==> config.mk <==
export PLATFORM = sky130hd
export DESIGN_NAME = ex_mem_reg
export DESIGN_NICKNAME = d
export VERILOG_FILES = /design/src/rtl/ex_mem_reg.sv
export SDC_FILE = /design/constraint.sdc
export NUM_CORES = 1
export LEC_CHECK = 0
export CAP_MARGIN = 10
export CELL_PAD_IN_SITES_DETAIL_PLACEMENT = 1
export CELL_PAD_IN_SITES_GLOBAL_PLACEMENT = 1
export CORE_MARGIN = 3
export CORE_UTILIZATION = 28
export DETAILED_ROUTE_END_ITERATION = 8
export PLACE_DENSITY_LB_ADDON = 0.1
export SYNTH_ARGS = -nofsm -noshare
export SYNTH_HDL_FRONTEND = slang
export SYNTH_SLANG_ARGS = --single-unit
==> constraint.sdc <==
create_clock -name i_clk -period 1.1 [get_ports i_clk]
set_input_delay 0.11 -clock i_clk [delete_from_list [all_inputs] [get_ports i_clk]]
set_output_delay 0.11 -clock i_clk [all_outputs]
set_load 0.01 [all_outputs]
==> src/rtl/ex_mem_reg.sv <==
// EX/MEM pipeline register.
// Captures the execute-stage result, store data and destination/control bits
// for the memory stage. Supports stall (hold), flush (bubble), alignment
// checking of memory accesses and a sticky halt flag. Outputs are registered.

module ex_mem_reg #(
    parameter int NB_DATA = 32,
    parameter int NB_REG  = 5
) (
    input  logic               i_clk,
    input  logic               i_reset,
    input  logic               i_stall,
    input  logic               i_flush,
    input  logic               i_valid,
    input  logic [NB_DATA-1:0] i_alu_result,
    input  logic [NB_DATA-1:0] i_store_data,
    input  logic [NB_REG-1:0]  i_write_reg,
    input  logic               i_reg_write,
    input  logic               i_mem_read,
    input  logic               i_mem_write,
    input  logic               i_mem_to_reg,
    input  logic [1:0]         i_size,
    input  logic               i_unsigned,
    input  logic               i_halt,
    output logic               o_valid,
    output logic [NB_DATA-1:0] o_alu_result,
    output logic [NB_DATA-1:0] o_store_data,
    output logic [NB_REG-1:0]  o_write_reg,
    output logic               o_reg_write,
    output logic               o_mem_read,
    output logic               o_mem_write,
    output logic               o_mem_to_reg,
    output logic [1:0]         o_size,
    output logic               o_unsigned,
    output logic               o_misaligned,
    output logic               o_halt
);

    // Alignment rule: bytes are always aligned, halves need addr[0]=0,
    // words (and the reserved size 11) need addr[1:0]=00.
    function automatic logic is_misaligned(input logic [1:0] size, input logic [1:0] addr_lo);
        logic mis;
        case (size)
            2'b00:   mis = 1'b0;
            2'b01:   mis = addr_lo[0];
            default: mis = (addr_lo != 2'b00);
        endcase
        return mis;
    endfunction

    // Pipeline register state
    logic               valid_r,      valid_s;
    logic [NB_DATA-1:0] alu_result_r, alu_result_s;
    logic [NB_DATA-1:0] store_data_r, store_data_s;
    logic [NB_REG-1:0]  write_reg_r,  write_reg_s;
    logic               reg_write_r,  reg_write_s;
    logic               mem_read_r,   mem_read_s;
    logic               mem_write_r,  mem_write_s;
    logic               mem_to_reg_r, mem_to_reg_s;
    logic [1:0]         size_r,       size_s;
    logic               unsigned_r,   unsigned_s;
    logic               misaligned_r, misaligned_s;
    logic               halt_r,       halt_s;

    // Decode of the incoming instruction
    logic access_s;
    logic in_misaligned_s;
    logic in_halt_s;
    logic block_s;

    // Next-state selection: flush > stall > halted > load (reset is applied in the register)
    always_comb begin
        access_s        = i_valid & (i_mem_read | i_mem_write);
        in_misaligned_s = access_s & is_misaligned(i_size, i_alu_result[1:0]);
        in_halt_s       = i_valid & i_halt;
        // A misaligned access or a halt entry must not touch memory or the register file
        block_s         = in_misaligned_s | in_halt_s;

        valid_s      = valid_r;
        alu_result_s = alu_result_r;
        store_data_s = store_data_r;
        write_reg_s  = write_reg_r;
        reg_write_s  = reg_write_r;
        mem_read_s   = mem_read_r;
        mem_write_s  = mem_write_r;
        mem_to_reg_s = mem_to_reg_r;
        size_s       = size_r;
        unsigned_s   = unsigned_r;
        misaligned_s = misaligned_r;
        halt_s       = halt_r;

        if (i_flush || (!i_stall && halt_r)) begin
            // Bubble: no valid entry, no side effects, data cleared, halt kept
            valid_s      = 1'b0;
            alu_result_s = {NB_DATA{1'b0}};
            store_data_s = {NB_DATA{1'b0}};
            write_reg_s  = {NB_REG{1'b0}};
            reg_write_s  = 1'b0;
            mem_read_s   = 1'b0;
            mem_write_s  = 1'b0;
            mem_to_reg_s = 1'b0;
            size_s       = 2'b00;
            unsigned_s   = 1'b0;
            misaligned_s = 1'b0;
            halt_s       = halt_r;
        end else if (i_stall) begin
            // Hold: keep the current entry (defaults already hold everything)
            valid_s      = valid_r;
            halt_s       = halt_r;
        end else begin
            // Load: capture the EX-stage instruction, gating controls by validity
            valid_s      = i_valid;
            alu_result_s = i_alu_result;
            store_data_s = i_store_data;
            write_reg_s  = i_write_reg;
            reg_write_s  = i_valid & i_reg_write & ~block_s;
            mem_read_s   = i_valid & i_mem_read  & ~block_s;
            mem_write_s  = i_valid & i_mem_write & ~block_s;
            mem_to_reg_s = i_valid & i_mem_to_reg & ~in_halt_s;
            size_s       = i_size;
            unsigned_s   = i_unsigned;
            misaligned_s = in_misaligned_s & ~in_halt_s;
            halt_s       = in_halt_s;
        end
    end

    // Register update with synchronous active-high reset
    always_ff @(posedge i_clk) begin
        if (i_reset) begin
            valid_r      <= 1'b0;
            alu_result_r <= {NB_DATA{1'b0}};
            store_data_r <= {NB_DATA{1'b0}};
            write_reg_r  <= {NB_REG{1'b0}};
            reg_write_r  <= 1'b0;
            mem_read_r   <= 1'b0;
            mem_write_r  <= 1'b0;
            mem_to_reg_r <= 1'b0;
            size_r       <= 2'b00;
            unsigned_r   <= 1'b0;
            misaligned_r <= 1'b0;
            halt_r       <= 1'b0;
        end else begin
            valid_r      <= valid_s;
            alu_result_r <= alu_result_s;
            store_data_r <= store_data_s;
            write_reg_r  <= write_reg_s;
            reg_write_r  <= reg_write_s;
            mem_read_r   <= mem_read_s;
            mem_write_r  <= mem_write_s;
            mem_to_reg_r <= mem_to_reg_s;
            size_r       <= size_s;
            unsigned_r   <= unsigned_s;
            misaligned_r <= misaligned_s;
            halt_r       <= halt_s;
        end
    end

    assign o_valid      = valid_r;
    assign o_alu_result = alu_result_r;
    assign o_store_data = store_data_r;
    assign o_write_reg  = write_reg_r;
    assign o_reg_write  = reg_write_r;
    assign o_mem_read   = mem_read_r;
    assign o_mem_write  = mem_write_r;
    assign o_mem_to_reg = mem_to_reg_r;
    assign o_size       = size_r;
    assign o_unsigned   = unsigned_r;
    assign o_misaligned = misaligned_r;
    assign o_halt       = halt_r;

endmodule
### Word level (Yosys, flattened, before mapping)

Cells that the tools add are included.

| word-level totals | value |
|---|---|
| input port bits | 82 |
| register bits after elaboration | 79 |
| output and inout bits | 79 |

| operators by class | value |
|---|---|
| reductions and logical operators | 7 |
| muxes and demuxes | 1 |
| equality and inequality tests | 1 |
| bitwise logic cells | 18 |

Operators with widths:

| cell | count |
|---|---|
| bitwise AND 1 bit | 12 |
| NOT 1 bit | 4 |
| == test 2 x 1 -> 1 bit, second input constant | 1 |
| zero test 2 bit | 1 |
| bitwise OR 1 bit | 2 |
| one-hot mux 1 bit (2 select lines) | 1 |
| AND reduction 2 bit | 1 |
| nonzero test 2 bit | 1 |
| OR reduction 2 bit | 1 |
| logical AND 1 bit | 1 |
| zero test 1 bit | 1 |
| logical OR 1 bit | 1 |

### Depth between registers and ports, before layout

| logic depth | value |
|---|---|
| depth after elaboration | 6 |
| mapped depth | 5 |
| depth with buffers taken out | 3 |

### Worst setup path after synthesis

OpenSTA, ideal clock, no wires.

| path | value |
|---|---|
| kind | register to register |
| start point | reg halt_r, in the netlist o_halt |
| end point | reg alu_result_r[0], in the netlist o_alu_result[0] |
| required time | 986 ps |
| stages on the path, launching flop included | 6 |
| arrival time | 943 ps |
| library setup time | 114 ps |
| setup slack | 42 ps |
| cells stage by stage | dfxtp_1 > inv_1 > o21ai_1 > buf_6 > buf_6 > nor2_1 |

| between the ends | value |
|---|---|
| word-level cells in the longest chain between the ends | 3 |

RTL lines:

| item | RTL line | source |
|---|---|---|
| start: declaration | 63 | `logic halt_r, halt_s;` |
| start signal: assignment | 154 | `halt_r <= halt_s;` |
| logical AND 1 bit | 92 | `if (i_flush \|\| (!i_stall && halt_r)) begin` |
| logical OR 1 bit | 92 |  |
| OR reduction 2 bit (no line) | -- |  |
| end signal: assignment | 131 | `alu_result_r <= {NB_DATA{1'b0}};` |
| end signal: assignment | 144 | `alu_result_r <= alu_result_s;` |
| end: declaration | 53 | `logic [NB_DATA-1:0] alu_result_r, alu_result_s;` |

Every way passes these cells.
A chain may end at the register's enable or synchronous reset.

### Final worst setup path

| path | value |
|---|---|
| start point | reg halt_r, in the netlist o_halt |
| end point | reg alu_result_r[8], in the netlist o_alu_result[8] |

The elaborated chain is that of the path after synthesis.

==> results.sh <==
export IMPL_status="finished, violations left"
export IMPL_failed_checks="negative setup slack"
export IMPL_yosysTopAreaCell="dfxtp_1"
export IMPL_cp_start_kind="register"
export IMPL_syn_cell_area_um2=2910
export IMPL_p_leak_nw=2.217
export IMPL_area_growth_pct=67.54
export IMPL_antenna_cells=0
export IMPL_grt_use_total_pct=14.26
export IMPL_regArea_um2=1583
export IMPL_dieArea_um2=11650
export IMPL_finClkSkew_ns=0.01199
export IMPL_slew_viol_final=0
export IMPL_fmax_mhz=907.8
export IMPL_ir_drop_mv=0.4755
export IMPL_multi_input_area_um2=1161
export IMPL_crit_start="o_halt"
export IMPL_synthesis_nets=346
export IMPL_antenna_found_initial=0
export IMPL_setup_ws_ns=-0.001593
export IMPL_cts_sinks=79
export IMPL_clkTransAtPathRegs_ns=0.09
export IMPL_post_route_util_pct=48.98
export IMPL_start_util_pct=29.24
export IMPL_root_buffer="clkbuf_8"
export IMPL_die_h_um=108.0
export IMPL_rsz0062_at_grt="true"
export IMPL_cts_made_buffers=9
export IMPL_synth_top_cell_area_share_pct=54.34
export IMPL_synth_area_per_cell_um2=11.02
export IMPL_grt_pass1_wl_um=13010
export IMPL_yosys_cell_types_count=23
export IMPL_die_w_um=108.0
export IMPL_synthCells=264
export IMPL_via_count=2510
export IMPL_final_cell_count_no_fill=574
export IMPL_max_cap_viol_count=0
export IMPL_io_buffers=160
export IMPL_detail_route_vias_per_cell=4.373
export IMPL_drt_initial_drc_count=50
export IMPL_powerDensity_nw_per_um2=1199
export IMPL_slew_headroom_pct=75.99
export IMPL_ant_nets=0
export IMPL_synth_area_leaders="dfxtp_1 (54%), mux2i_1 (25%), nor2_1 (9.7%)"
export IMPL_setup_viol=3
export IMPL_nets=518
export IMPL_hpwl_um=6263
export IMPL_seq_area_frac_synth_pct=54.34
export IMPL_htreeDepth=3
export IMPL_timing_rr_start="o_halt"
export IMPL_ctsHoldBuffers=0
export IMPL_nFillCells=1104
export IMPL_drc=0
export IMPL_wl_um=9098
export IMPL_drive_gt1_share_pct=12.02
export IMPL_yosys_register_bits=79
export IMPL_wire_per_inst_um=15.85
export IMPL_io_pins=161
export IMPL_max_clock_path_buffers=2
export IMPL_worstPathArrival_ns=1.34
export IMPL_place_gp_congestion=0.7382
export IMPL_core_um2=9955
export IMPL_cts_tree="done"
export IMPL_min_path_type="input port to register"
export IMPL_hold_start="i_stall"
export IMPL_worstMarginPinSlew_ns=0.3601
export IMPL_place_inst=549
export IMPL_grt_max_degree=41
export IMPL_cp_max_fo=8
export IMPL_path_class="register to register"
export IMPL_grt_overflow=0
export IMPL_grt_pass1_vias=2635
export IMPL_slowest_delay_ns=0.36
export IMPL_endpoint_kind="register"
export IMPL_ys_warn_count=0
export IMPL_fin_crit_ns=1.102
export IMPL_clk_latency_ns=0.34
export IMPL_finalPower_mw=5.846
export IMPL_drt_pass1_iterations=4
export IMPL_placementRows=36
export IMPL_worstPathRequired_ns=1.34
export IMPL_min_period_over_period_pct=100.1
export IMPL_crit_chain="inv_2 > o21ai_4 > buf_8 > clkbuf_16 > nor2_1"
export IMPL_cpMaxStageDelayCell="dfxtp_2"
export IMPL_finalHoldViolations=0
[worst paths after layout]
kind	endpoint	slack, ns	cells past startpoint
hold reg to reg	o_store_data[6]	0.49	2
hold / removal	o_valid	0.17	3
setup reg to reg	o_alu_result[8]	-0.002	5
setup / recovery	o_alu_result[8]	-0.002	5
[final cells by class]
class                   instances  share of cell area (%)
flip-flops and latches         79                   32.46
well taps                     133                   3.413
repair buffers                178                   36.77
inverters                       2                  0.1540
multi-input cells             166                   23.81
clock inverters                 6                  0.7698
clock buffers                  10                   2.617
[synth_stat cells (all sizes together)]
master,count
o21ai,2
nand3,2
o21a,1
buf,14
a22oi,1
clkbuf,3
a41o,3
a21oi,1
o221ai,1
nor2,76
nor3b,1
inv,2
nor2b,1
mux2i,72
and3,3
a21o,1
a31oi,1
dfxtp,79
[cell usage in the layout (no fill, tap or decap), types with 2 or more instances in the layout]
cell / count
clkdlybuf4s15_1: 47
buf_6: 3
clkbuf_8: 9
mux2i_1: 72
clkinv_2: 3
clkinvlp_4: 3
buf_4: 6
nand3_1: 2
a41o_1: 3
dlygate4sd2_1: 18
nor2_1: 75
clkbuf_2: 14
clkbuf_16: 4
and3_1: 3
clkdlybuf4s50_1: 80
buf_12: 5
dfxtp_1: 78
[metrics by stage]
stage	TNS, ns	instance area, um^2	setup WS [ns]	hold slack (ns)
floorplan	0	2910	0.04234	0.1824
global placement	-13.23	4646	-0.2202	0.4737
detailed placement	-15.21	4646	-0.2557	0.4861
CTS	0	4740	0.002530	0.1625
global route	-1.409	4876	-0.03717	0.2186
finish	-0.002919	4876	-0.001593	0.1738
[kinds of logic after synthesis]
group                  synth area share, %
and+or+nand+nor                      11.91
AOI/OAI and AO/OA                    2.838
buffers and inverters                6.148
DFF                                  54.34
muxes                                24.76
[worst max-delay path: cells and delay by family, from the launching register on]
family	cells	cell delay, ns
buffers and inverters	3	0.40
DFF	1	0.36
AOI/OAI and AO/OA	1	0.18
and+or+nand+nor	1	0.05
[timing repair]
| action | 4_1_cts | 5_1_grt |
|---|---|---|
| endpoints found under the setup margin | 99 | 106 |
| cloned | 0 | 7 |
| setup buffers | 0 | 2 |
| pin swaps | 0 | 1 |
| resized for setup | 101 | 57 |
[report_power, final]
group / internal [mW] / leakage [nW] / switching [mW] / total [mW]
clock: 0.809 / 0.0781 / 1.09 / 1.90
combinational: 0.581 / 1.50 / 0.368 / 0.949
sequential: 2.95 / 0.644 / 0.0451 / 2.99
[layer usage]
metal | track usage, % | wire, um | vias to the layer above
met3 | 6.149 | 840 | 10
met1 | 16.52 | 3745 | 1169
li1 | - | - | 1231
met2 | 23.36 | 4389 | 100
met5 | 0 | 0 | -
met4 | 5.410 | 123 | 0
Power figures use the tool's default switching activity.
